--- src/rtl/pipe_hazard_ctrl.sv ---
// Stall/flush sequencer for the 5-stage pipeline: arbitrates data-memory waits,
// taken branches and load-use hazards, and keeps stall/flush statistics.
module pipe_hazard_ctrl #(
  parameter int CNT_W       = 16,
  parameter int MEM_TIMEOUT = 64
) (
  input  logic             clk,
  input  logic             reset,
  input  logic [4:0]       id_rs1,
  input  logic [4:0]       id_rs2,
  input  logic             id_uses_rs2,
  input  logic [4:0]       ex_rd,
  input  logic             ex_MemRead,
  input  logic             ex_branch_taken,
  input  logic             mem_MemRead,
  input  logic             mem_MemWrite,
  input  logic             dmem_ready,
  output logic             dmem_req,
  output logic             pc_write,
  output logic             ifid_write,
  output logic             exmem_write,
  output logic             ifid_flush,
  output logic             idex_flush,
  output logic             memwb_bubble,
  output logic             err_timeout,
  output logic [CNT_W-1:0] stall_cnt,
  output logic [CNT_W-1:0] flush_cnt
);

  localparam int WAIT_W = (MEM_TIMEOUT > 0) ? $clog2(MEM_TIMEOUT + 1) : 1;
  localparam logic [WAIT_W-1:0] WAIT_LAST = (MEM_TIMEOUT > 0) ? WAIT_W'(MEM_TIMEOUT - 1) : '0;

  typedef enum logic {RUN, MEM_WAIT} state_t;

  state_t            state, state_next;
  logic [WAIT_W-1:0] wait_cnt;
  logic              mem_acc, load_use, force_rel, freeze;
  logic              sel_branch, sel_load_use;

  always_comb begin
    mem_acc      = mem_MemRead | mem_MemWrite;
    load_use     = ex_MemRead && (ex_rd != 5'd0) &&
                   ((ex_rd == id_rs1) || (id_uses_rs2 && (ex_rd == id_rs2)));
    force_rel    = (state == MEM_WAIT) && (MEM_TIMEOUT != 0) && (wait_cnt == WAIT_LAST);
    freeze       = mem_acc && !dmem_ready && !force_rel;
    sel_branch   = !freeze && ex_branch_taken;
    sel_load_use = !freeze && !ex_branch_taken && load_use;
  end

  // Output decode: freeze beats branch beats load-use; reset forces bubbles everywhere.
  always_comb begin
    dmem_req     = mem_acc;
    pc_write     = 1'b1;
    ifid_write   = 1'b1;
    exmem_write  = 1'b1;
    ifid_flush   = 1'b0;
    idex_flush   = 1'b0;
    memwb_bubble = 1'b0;
    if (reset) begin
      dmem_req     = 1'b0;
      pc_write     = 1'b0;
      ifid_write   = 1'b0;
      exmem_write  = 1'b0;
      ifid_flush   = 1'b1;
      idex_flush   = 1'b1;
      memwb_bubble = 1'b1;
    end else if (freeze) begin
      pc_write     = 1'b0;
      ifid_write   = 1'b0;
      exmem_write  = 1'b0;
      memwb_bubble = 1'b1;
    end else if (sel_branch) begin
      ifid_flush   = 1'b1;
      idex_flush   = 1'b1;
    end else if (sel_load_use) begin
      pc_write     = 1'b0;
      ifid_write   = 1'b0;
      idex_flush   = 1'b1;
    end
  end

  // Any reason freeze is low (ready, forced release, access withdrawn) ends the wait.
  always_comb begin
    state_next = state;
    case (state)
      RUN:      if (freeze) state_next = MEM_WAIT;
      MEM_WAIT: if (!freeze) state_next = RUN;
      default:  state_next = RUN;
    endcase
  end

  always_ff @(posedge clk) begin
    if (reset) begin
      state       <= RUN;
      wait_cnt    <= '0;
      err_timeout <= 1'b0;
      stall_cnt   <= '0;
      flush_cnt   <= '0;
    end else begin
      state <= state_next;
      if (freeze) begin
        if (state == RUN) wait_cnt <= '0;
        else              wait_cnt <= wait_cnt + 1'b1;
      end
      if (force_rel) err_timeout <= 1'b1;
      if ((freeze || sel_load_use) && (stall_cnt != '1)) stall_cnt <= stall_cnt + 1'b1;
      if (sel_branch && (flush_cnt != '1)) flush_cnt <= flush_cnt + 1'b1;
    end
  end

endmodule

--- config.mk ---
export PLATFORM = sky130hd
export DESIGN_NAME = pipe_hazard_ctrl
export DESIGN_NICKNAME = d
export VERILOG_FILES = /design/src/rtl/pipe_hazard_ctrl.sv
export SDC_FILE = /design/constraint.sdc
export NUM_CORES = 1
export LEC_CHECK = 0
export CELL_PAD_IN_SITES_DETAIL_PLACEMENT = 0
export CELL_PAD_IN_SITES_GLOBAL_PLACEMENT = 1
export CORE_MARGIN = 4
export CORE_UTILIZATION = 35
export DETAILED_ROUTE_END_ITERATION = 12
export GPL_TIMING_DRIVEN = 0
export PLACE_DENSITY = 0.91
export SYNTH_ARGS = -nofsm -noshare
export SYNTH_HDL_FRONTEND = slang
export SYNTH_SLANG_ARGS = --single-unit
--- constraint.sdc ---
create_clock -name clk -period 5.6 [get_ports clk]
set_input_delay 0.56 -clock clk [delete_from_list [all_inputs] [get_ports clk]]
set_output_delay 0.56 -clock clk [all_outputs]
set_load 0.05 [all_outputs]
==> impl_metrics.ini <==
[synth]
syn_avg_cell_area_um2 = 8.62
ys_async_sr_fraction_pct = 0
syn_inst = 249
synth_flop_cell = dfxtp_1
ys_seq_area_share_pct = 38.2
yosysUniqueCellTypes = 45
synth_nets = 275
synth-edff-count = 0
ys_warn_count = 0
syn_area_um2 = 2150
ys_ff_latch = 41

[setup_path]
path_class = in2out
path_max_fanout = 3
worstRegToRegCells = 8
worstSetupStartpointType = input port
arrival_ns = 3.27
critPathRequiredTime_ns = 5.04
reg2reg_from = wait_cnt[0]$_SDFFE_PP0P_
endpoint_kind = output port
r2r_slack_ns = 3.24
rr_endpoint = flush_cnt[6]$_SDFFE_PP0P_

[worst_hold_path]
hold_depth = 2
hold_path_class = reg2reg
min_to = wait_cnt[1]$_SDFFE_PP0P_
min_from = wait_cnt[1]$_SDFFE_PP0P_

[cells_and_area]
fill_cells = 580
layout.cells.non_filler = 394
n_antenna_cell = 0
area.sequential_um2 = 821
mostFrequentLayoutCell = clkdlybuf4s50_1
nets = 344
multiInputGateArea_um2 = 1240
area_delta_synth_final_pct = 38.0
drive_gt1_share_pct = 6.90
layout_common_cells = 62 x clkdlybuf4s50_1, 41 x dfxtp_1, 39 x nor2_1, 19 x xor2_1

[clocking]
cts_hold_buffers = 0
cts_tree = built
cts.path.max_buffers = 2
root_buffer = clkbuf_8
clk_pin_slew_ns = 0.07
post_cts_buffers = 0
clk_latency_ns = 0.29
htree_levels = 2
cts-resized-gates = 0
cts_made_buffers = 5
clock-sinks = 41

[grt]
grt_max_degree = 13
grt_pass1_vias = 1861
grt_pass1_wl_um = 8690
grt_usage_pct = 14.1
grt_remaining_overflow = 0
antenna_found_initial = 0

[placed_design]
routabilityCongestion = 0.789
dpl.cell_count = 386
portBuffers = 62
hpwlAfterDp_um = 3990

[power_and_ir_drop]
leakage_nw = 1.03
finalPower_mw = 0.604
powerDensity_nw_per_um2 = 204
vdd_drop_max_uv = 190

[floorplan]
fp.dieArea_um2 = 7450
die_w_um = 86.3
fp-row-count = 28
initial_utilization_pct = 36.3
die_y_um = 86.3
io_pins = 63
core_um2 = 5920

[sta]
min_period_ns = 3.83
final_hold_viol_count = 0
tightest_slew_ns = 0.662
final-setup-viol-count = 0
skew_ns = 0.0102
report.final.slew_viol_count = 0
holdWs_ns = 0.490
rsz0062_at_grt = no
slew_headroom_pct = 55.5
setup_tns_ns = 0
finalCritPeriodShare_pct = 68.3
max_freq_ghz = 0.261

[job]
maxCapViolations = 0

[drt]
via_count = 1987
drt_pass1_iterations = 4
wl_per_cell_um = 13.3
drt_iter0_drc = 74
routed_wirelength_um = 5240
drc_errors = 0
vias_per_cell = 5.04
ant_nets = 0

[outcome]
status = complete, no violations
==> cells in the mapped netlist (2+ instances only) <==
master	instances	area share (%)
mux2i_1	3	1.4
o21ai_0	4	0.93
nor2b_1	5	1.5
a211oi_1	2	0.70
a21oi_1	10	2.3
nand3_1	14	3.3
inv_1	10	1.7
buf_4	2	0.70
and2_1	2	0.58
o31ai_1	3	1.0
nand2_1	15	2.6
clkbuf_1	4	0.70
ha_1	3	1.7
dfxtp_1	41	38
a311oi_1	2	0.82
xnor2_1	15	6.1
or3_1	3	0.87
a21o_1	3	1.0
nand4_1	10	2.9
xor2_1	19	7.8
and3_1	6	1.7
nor3_1	8	1.9
or4_1	4	1.4
nor3b_2	2	1.2
nor2_1	39	6.8
==> registers in the layout, indices dropped and copies added, names as in the netlist <==
name / cells
flush_cnt: 16
stall_cnt: 16
wait_cnt: 7
err_timeout: 1
state: 1
==> routing by layer <==
layer | track usage, % | part of all wire (%)
met5 | 0 | 0
met2 | 23.5 | 48
met1 | 18.3 | 45
met3 | 3.61 | 5.6
met4 | 2.97 | 1.3
==> layout make-up <==
class,instances,share of cell area [%]
plain buffers,8,1.56
clock buffers,7,3.25
multi-input cells,189,41.8
repair buffers,62,20.9
well taps,75,3.17
clock inverters,1,0.169
inverters,11,1.39
flip-flops and latches,41,27.7
==> where the power goes <==
part	leakage, nW	switching (mW)	internal (mW)
Combinational	0.643	0.0551	0.0399
Clock	0.0542	0.0987	0.111
Sequential	0.331	0.00397	0.294
==> how the worst max path moves through the flow <==
stage                  start  endpoint  cells past startpoint
detailed placement  ex_rd[1]  pc_write                      7
global placement    ex_rd[1]  pc_write                      7
CTS                 ex_rd[1]  pc_write                      7
floorplan           ex_rd[1]  pc_write                      5
global route        ex_rd[1]  pc_write                      7
finish              ex_rd[2]  pc_write                      7
==> critical path, cell delays in order <==
cell and delay [ns]:
clkdlybuf4s50_1 0.48, or4_1 0.53, o211ai_1 0.34, nor2_1 0.10, nor3_1 0.30, buf_4 0.17, clkdlybuf4s50_1 0.79
==> kinds of logic after synthesis <==
kind of cell / after synthesis / share of synthesized area [%]
compound gates: 34 / 12.2
xor+xnor: 34 / 13.9
fa+ha+maj: 3 / 1.75
buf+inv: 19 / 4.08
flops: 41 / 38.2
mux: 4 / 2.10
simple gates: 114 / 27.8
==> metrics by stage <==
step | area [µm²] | util (%) | worst slack [ns]
floorplan | 2150 | - | 2.09
global route | 2960 | 50.0 | 1.68
global placement | 2860 | 48.3 | 1.80
finish | 2960 | 50.0 | 1.77
detailed placement | 2860 | 48.3 | 1.80
CTS | 2960 | 50.0 | 1.80
No activity file was read; power rests on OpenSTA's default activity.
